==> config.mk <==
export PLATFORM = sky130hd
export DESIGN_NAME = product_display_sequencer
export DESIGN_NICKNAME = d
export VERILOG_FILES = /design/src/rtl/product_display_sequencer.sv
export SDC_FILE = /design/constraint.sdc
export NUM_CORES = 1
export LEC_CHECK = 0
export CAP_MARGIN = 0
export CORE_MARGIN = 3
export CORE_UTILIZATION = 52
export CTS_BUF_LIST = sky130_fd_sc_hd__clkbuf_8
export CTS_CLUSTER_DIAMETER = 30
export DETAILED_ROUTE_END_ITERATION = 6
export GPL_ROUTABILITY_DRIVEN = 0
export GPL_TIMING_DRIVEN = 1
export PLACE_DENSITY = 0.84
export SYNTH_ARGS = -nofsm -noshare
export SYNTH_HDL_FRONTEND = slang
export SYNTH_SLANG_ARGS = --single-unit
export TNS_END_PERCENT = 30
==> constraint.sdc <==
create_clock -name CLK -period 3.5 [get_ports CLK]
set_input_delay 1.05 -clock CLK [delete_from_list [all_inputs] [get_ports CLK]]
set_output_delay 1.05 -clock CLK [all_outputs]
set_load 0.03 [all_outputs]
==> src/rtl/product_display_sequencer.sv <==
// Signed 8-bit product to three-digit seven-segment display sequencer.
// Shares one external hex decoder across the low and high magnitude nibbles.
module product_display_sequencer #(
    parameter bit         BLANK_LEADING = 1'b1,
    parameter logic [0:6] SIGN_PATTERN  = 7'b0000001
) (
    input  logic       CLK,
    input  logic       RST,
    input  logic       LOAD,
    input  logic [7:0] PRODUCT,
    output logic [3:0] NIB,
    input  logic [0:6] SEV_IN,
    output logic [0:6] HEX0,
    output logic [0:6] HEX1,
    output logic [0:6] HEX2,
    output logic       BUSY,
    output logic       DONE
);

    typedef enum logic [2:0] {
        IDLE,
        CONV,
        DEC_LO,
        DEC_HI,
        SIGN
    } state_t;

    state_t     state;
    logic [7:0] prod_q;
    logic [7:0] mag_q;
    logic       neg_q;
    logic [7:0] mag_c;
    logic       blank_hi;

    // Two's-complement magnitude; 8'h80 maps to 8'h80 as an unsigned value
    always_comb begin
        mag_c = prod_q;
        if (prod_q[7]) begin
            mag_c = ~prod_q + 8'd1;
        end
    end

    // Leading-digit blanking decision for the high nibble
    always_comb begin
        blank_hi = BLANK_LEADING && (mag_q[7:4] == 4'd0);
    end

    // Sequencer: capture, convert, decode low, decode high, sign
    always_ff @(posedge CLK) begin
        if (RST) begin
            state  <= IDLE;
            prod_q <= 8'd0;
            mag_q  <= 8'd0;
            neg_q  <= 1'b0;
            NIB    <= 4'd0;
            HEX0   <= 7'b0000000;
            HEX1   <= 7'b0000000;
            HEX2   <= 7'b0000000;
            BUSY   <= 1'b0;
            DONE   <= 1'b0;
        end else begin
            unique case (state)
                IDLE: begin
                    NIB  <= 4'd0;
                    DONE <= 1'b0;
                    if (LOAD) begin
                        prod_q <= PRODUCT;
                        BUSY   <= 1'b1;
                        state  <= CONV;
                    end
                end
                CONV: begin
                    neg_q <= prod_q[7];
                    mag_q <= mag_c;
                    NIB   <= mag_c[3:0];
                    state <= DEC_LO;
                end
                DEC_LO: begin
                    HEX0  <= SEV_IN;
                    NIB   <= mag_q[7:4];
                    state <= DEC_HI;
                end
                DEC_HI: begin
                    HEX1  <= blank_hi ? 7'b0000000 : SEV_IN;
                    NIB   <= 4'd0;
                    DONE  <= 1'b1;
                    state <= SIGN;
                end
                SIGN: begin
                    HEX2  <= neg_q ? SIGN_PATTERN : 7'b0000000;
                    DONE  <= 1'b0;
                    BUSY  <= 1'b0;
                    state <= IDLE;
                end
                default: begin
                    state <= IDLE;
                end
            endcase
        end
    end

endmodule

==> results.sh, run 1 <==
export IMPL_cts_buffers_inserted=5
export IMPL_startpoint="HEX0[0]$_SDFFE_PP0N_"
export IMPL_die_w_um=61.2
export IMPL_arrival_ns=1.32
export IMPL_drc=0
export IMPL_portBuffers=38
export IMPL_ys_warnings_count=0
export IMPL_post_cts_resized=0
export IMPL_synth_seq_area_share_pct=46.7
export IMPL_rows=19
export IMPL_fp_dieH_um=61.2
export IMPL_critPathSlowestCell="clkdlybuf4s50_1"
export IMPL_maxCapViolCount=0
export IMPL_fill_cells=221
export IMPL_htree_levels=2
export IMPL_setup_tns_ns=0
export IMPL_netSwitchingPower_mw=0.266
export IMPL_ir_drop_uv=387
export IMPL_worstPathRequired_ns=2.45
export IMPL_worst_clock_skew_ns=0.00743
export IMPL_ctsHoldBuffers=0
export IMPL_grt_start_max_net_pins=38
export IMPL_critPathMaxFanout=2
export IMPL_rsz0062_at_grt="no"
export IMPL_antenna_found_initial=0
export IMPL_p_leak_nw=0.719
export IMPL_slowest_delay_ns=0.68
export IMPL_r2r_start="state[0]$_SDFFE_PP0P_"
export IMPL_final_common_cell="clkdlybuf4s50_1"
export IMPL_final_cell_mix="clkdlybuf4s50_1, dfxtp_1, nor2_1, nand2_1, a21oi_1"
export IMPL_critical_path_startpoint_type="flip-flop"
export IMPL_slew_violations=0
export IMPL_drt_wl_total_um=3300
export IMPL_comb_power_share_pct=17.7
export IMPL_critPathKind="flip-flop to primary output"
export IMPL_cts_tree="yes"
export IMPL_dp_hpwl_um=2510
export IMPL_hold_path_class="flip-flop to flip-flop"
export IMPL_fin_crit_sh_pct=67.8
export IMPL_post_cts_buffers=0
export IMPL_io_pins=45
export IMPL_root_buffer="clkbuf_8"
export IMPL_tightest_slew_ns=0.695
export IMPL_seqPwrFrac_pct=49.2
export IMPL_cp_cell_sequence="clkdlybuf4s50_1"
export IMPL_grt_pass1_vias=1187
export IMPL_wl_per_cell_um=13.6
export IMPL_p_per_area_nw_per_um2=472
export IMPL_hold_slack_ns=0.453
export IMPL_yosys_register_bits=37
export IMPL_num_vias=1309
export IMPL_avgSynthCellArea_sq_um=9.06
export IMPL_switching_share_pct=27.5
export IMPL_setup_viol=0
export IMPL_mappedNetlistArea_sq_um=1590
export IMPL_min_period_ns=2.37
export IMPL_netlist_instances=175
export IMPL_endpoint_kind="primary output"
export IMPL_fp_dieArea_sq_um=3750
export IMPL_first_pass_iters=4
export IMPL_grt_pass1_wl_um=5330
export IMPL_ant_nets=0
export IMPL_fmax_mhz=421
export IMPL_critPathTopFamily="buffers and inverters"
export IMPL_nNetsFinal=230
export IMPL_overflow=0
export IMPL_slew_headroom_pct=53.6
export IMPL_worstHoldStart="HEX2[6]$_SDFFE_PP0P_"
export IMPL_area_delta_synth_final_pct=29.3
export IMPL_clockBufferDepth=2
export IMPL_cts_sinks=37
export IMPL_status="finished clean"
export IMPL_core_area_sq_um=2830
export IMPL_initial_core_util_pct=56.0
export IMPL_critPathBufInv=1
export IMPL_path_clk_slew_ns=0.07
export IMPL_globalRouteTotalUtil_pct=19.6
export IMPL_avgViaCountPerCell=5.39
export IMPL_synth_cell_types=36
export IMPL_final_layout_size_suffix_gt1_share_pct=7.55
export IMPL_p_int_mw=0.702
export IMPL_diodes=0
export IMPL_clk_latency_ns=0.29
export IMPL_drt_iter0_drc=81
export IMPL_hold_violations=0
export IMPL_power_share_clock_pct=33.1
[routing by layer]
layer,vias up,track usage [%],wire (um),share of wire [%]
met5,-,0,0,0
li1,661,-,-,-
met4,0,7.74,48,1.5
met2,27,33.2,1670,51
met3,5,6.71,159,4.8
met1,616,22.6,1420,43
[power by group through the flow]
stage | Combinational (mW) | Clock, mW | Sequential (mW)
after floorplan | 0.114 | 0 | 0.488
after global placement | 0.165 | 0 | 0.484
after detailed placement | 0.172 | 0 | 0.485
after CTS | 0.172 | 0.327 | 0.476
after global routing | 0.188 | 0.349 | 0.481
final | 0.171 | 0.321 | 0.476
[worst min-delay path: cells and delay by family, from the launching register on]
family / cells / cell delay, ns
AOI/OAI and AO/OA: 1 / 0.05
DFF: 1 / 0.31
and+or+nand+nor: 1 / 0.05
[flip-flops by register name, indices dropped and copies added, names as in the netlist]
register	cells
state	3
DONE	1
prod_q	8
neg_q	1
HEX1	7
HEX2	1
NIB	4
BUSY	1
HEX0	7
mag_q	4
[per-stage QoR]
step,std cells,instance area (sq um),setup slack [ns],total power [mW],util [%]
global placement,235,1950,1.25,0.649,68.9
detailed placement,235,1950,1.18,0.657,68.9
CTS,243,2050,1.12,0.975,72.4
finish,243,2050,1.13,0.968,72.4
floorplan,180,1600,1.71,0.602,-
global route,243,2050,1.08,1.02,72.4
[Yosys cell counts]
master      n  area, sq um
o31ai_1     1         7.51
nand3b_2    1         11.3
o21ai_1     1         5.00
a221oi_1    2         17.5
nor4b_4     1         23.8
o2bb2ai_1   1         8.76
xnor2_1     4         35.0
o21ai_0     4         20.0
nor3_1      3         15.0
mux2i_1    10          100
nand2b_1    3         18.8
buf_4       6         45.0
buf_2       6         30.0
nand2_1    21         78.8
nor3b_1     2         15.0
a21oi_1    13         65.1
a21boi_0    1         7.51
xor2_1      2         17.5
nand3_1     1         5.00
nand4_1     1         6.26
a22oi_1     7         52.6
nand3b_1    2         15.0
nor2_1     25         93.8
conb_1      1         3.75
o31ai_4     1         21.3
nor2b_1     1         6.26
inv_1       2         7.51
clkbuf_1    4         15.0
or3_4       1         11.3
a211oi_1    3         22.5
nor2_2      1         6.26
nor4bb_1    2         20.0
nor2_4      1         11.3
ha_1        1         12.5
nor4_1      2         12.5
dfxtp_1    37          741
[path summary, 6_finish.rpt]
check	end	slack, ns	cells after the start
hold reg to reg	HEX2[6]$_SDFFE_PP0P_	0.45	2
setup reg to reg	mag_q[4]$_SDFFE_PP0P_	1.88	4
hold / removal	HEX2[6]$_SDFFE_PP0P_	0.45	2
setup / recovery	HEX0[0]	1.13	1
[cell type report]
cell class | count | area, sq um | share of cell area, %
Clock inverter | 1 | 5.00 | 0.244
Multi-Input combinational cell | 125 | 766 | 37.4
Sequential cell | 37 | 741 | 36.1
Inverter | 2 | 7.51 | 0.366
Timing Repair Buffer | 40 | 395 | 19.3
Tap cell | 31 | 38.8 | 1.89
Clock buffer | 7 | 96.3 | 4.70
[cell families (layout without fill, tap and decap cells)]
family                     after synthesis  after routing  share of synthesized area (%)
DFF                                     37             37                           46.7
xor gates and xnor gates                 6              6                           3.31
AOI/OAI and AO/OA                       34             34                           14.4
buffers and inverters                   18             50                           6.16
other                                    1              6                          0.237
muxes                                   10             10                           6.31
adders and majority gates                1              1                          0.789
and+or+nand+nor                         68             68                           22.1
No activity file was read; power rests on OpenSTA's default activity.
==> inputs of run 2 (changes only) <==
CORE_UTILIZATION = 49   (was 52)
PLACE_DENSITY = 0.8   (was 0.84)
clock period = 2.21 ns   (was 3.5 ns; I/O delays follow)
==> run 2 against run 1 <==
  * Die area is 5.5% higher
  * Clock power grew 41%
  * Sequential share of layout area decreased by 0.15 points
  * Critical endpoint is now DONE
==> results.sh, run 2 (synthesis results as in run 1) <==
export IMPL_cts_tree="yes"
export IMPL_grt_start_max_net_pins=38
export IMPL_htree_levels=2
export IMPL_initial_core_util_pct=51.5
export IMPL_met1_usage_pct=21.6
export IMPL_root_buffer="clkbuf_8"
export IMPL_grt_pass1_wl_um=5800
export IMPL_fp_dieArea_sq_um=3950
export IMPL_antenna_found_initial=0
export IMPL_critPathMaxFanout=3
export IMPL_cp_cell_sequence="clkdlybuf4s50_1"
export IMPL_die_w_um=62.9
export IMPL_clk_latency_ns=0.28
export IMPL_setup_viol=0
export IMPL_globalRouteTotalUtil_pct=18.3
export IMPL_worst_clock_skew_ns=0.00540
export IMPL_core_area_sq_um=3080
export IMPL_diodes=0
export IMPL_post_cts_resized=0
export IMPL_cts_sinks=37
export IMPL_nNetsFinal=231
export IMPL_drt_wl_total_um=3350
export IMPL_critPathBufInv=1
export IMPL_arrival_ns=1.31
export IMPL_rsz0062_at_grt="no"
export IMPL_ctsHoldBuffers=0
export IMPL_io_pins=45
export IMPL_endpoint_kind="primary output"
export IMPL_regArea_sq_um=741
export IMPL_tightest_slew_ns=0.533
export IMPL_critPathTopFamily="buffers and inverters"
export IMPL_overflow=0
export IMPL_avgViaCountPerCell=5.11
export IMPL_reg2reg_slack_ns=0.57
export IMPL_path_clk_slew_ns=0.06
export IMPL_grt_pass1_vias=1272
export IMPL_area_delta_synth_final_pct=29.8
export IMPL_clockBufferDepth=2
export IMPL_drc=0
export IMPL_final_common_cell="clkdlybuf4s50_1"
export IMPL_top_register="prod_q"
export IMPL_hold_violations=0
export IMPL_maxCapViolCount=0
export IMPL_final_layout_size_suffix_gt1_share_pct=7.08
export IMPL_place_area_sq_um=1970
export IMPL_rows=20
export IMPL_drt_iter0_drc=57
export IMPL_fin_area_sq_um=2060
export IMPL_num_vias=1307
export IMPL_slowest_delay_ns=0.68
export IMPL_dp_slack_ns=0.278
export IMPL_critical_path_startpoint_type="flip-flop"
export IMPL_setup_tns_ns=0
export IMPL_p_per_area_nw_per_um2=719
export IMPL_multi_input_area_sq_um=766
export IMPL_largest_reg_flops=8
export IMPL_fmax_mhz=508
export IMPL_p_leak_nw=0.718
export IMPL_ir_drop_uv=501
export IMPL_stdcell_count=256
export IMPL_fill_cells=260
export IMPL_dp_hpwl_um=2460
export IMPL_post_cts_buffers=0
export IMPL_slew_headroom_pct=64.4
export IMPL_met2_usage_pct=31.5
export IMPL_slew_violations=0
export IMPL_final_cell_mix="clkdlybuf4s50_1, dfxtp_1, nor2_1, nand2_1, a21oi_1"
export IMPL_fin_util_pct=66.9
export IMPL_status="finished clean"
export IMPL_worst_slack_ns=0.242
export IMPL_fp_dieH_um=62.9
export IMPL_wl_per_cell_um=13.1
export IMPL_top_regs="prod_q x8, HEX0 x7, HEX1 x7"
export IMPL_worstPathRequired_ns=1.55
export IMPL_portBuffers=38
export IMPL_busiest_layer="met2"
export IMPL_dp_cells=249
export IMPL_use_met3_pct=5.58
export IMPL_hold_path_class="flip-flop to flip-flop"
export IMPL_min_period_ns=1.97
export IMPL_ant_nets=0
export IMPL_cts_buffers_inserted=5
export IMPL_critPathSlowestCell="clkdlybuf4s50_1"
export IMPL_first_pass_iters=4
export IMPL_critPathKind="flip-flop to primary output"
export IMPL_fin_crit_sh_pct=89.1
run 2: cell types whose count changed in the layout (fill, tap and decap cells not counted):
cell	before	now
clkbuf_8	7	6
inv_1	2	3
buf_4	2	3
clkinv_2	1	0
run 2: worst paths after layout:
kind | start | end | cells after the start
max | DONE$_SDFFE_PP0P_ | DONE | 1
min | HEX2[6]$_SDFFE_PP0P_ | HEX2[6]$_SDFFE_PP0P_ | 2
max reg2reg | state[0]$_SDFFE_PP0P_ | mag_q[5]$_SDFFE_PP0P_ | 4
min reg2reg | HEX2[6]$_SDFFE_PP0P_ | HEX2[6]$_SDFFE_PP0P_ | 2
run 2: power by group:
group / leakage [nW] / switching (mW) / internal (mW)
logic: 0.369 / 0.146 / 0.126
registers: 0.301 / 0.0507 / 0.705
clock network: 0.0485 / 0.209 / 0.242
run 2: routing by layer:
layer	vias up	routed length [um]
met4	0	44
met5	-	0
met1	620	1500
li1	658	-
met2	24	1690
met3	5	126
run 2: stage by stage:
stage | power [mW] | hold WS, ns
floorplan | 0.954 | 0.440
global placement | 1.03 | 0.446
detailed placement | 1.04 | 0.476
CTS | 1.49 | 0.486
global route | 1.55 | 0.505
finish | 1.48 | 0.483
run 2: layout make-up:
cell class                 count  area share (%)
multi-input combinational    125            37.2
sequential                    37            36.0
timing repair buffer          41            19.6
clock buffer                   6            4.01
tap                           44            2.67
inverter                       2           0.365
clock inverter                 1           0.182
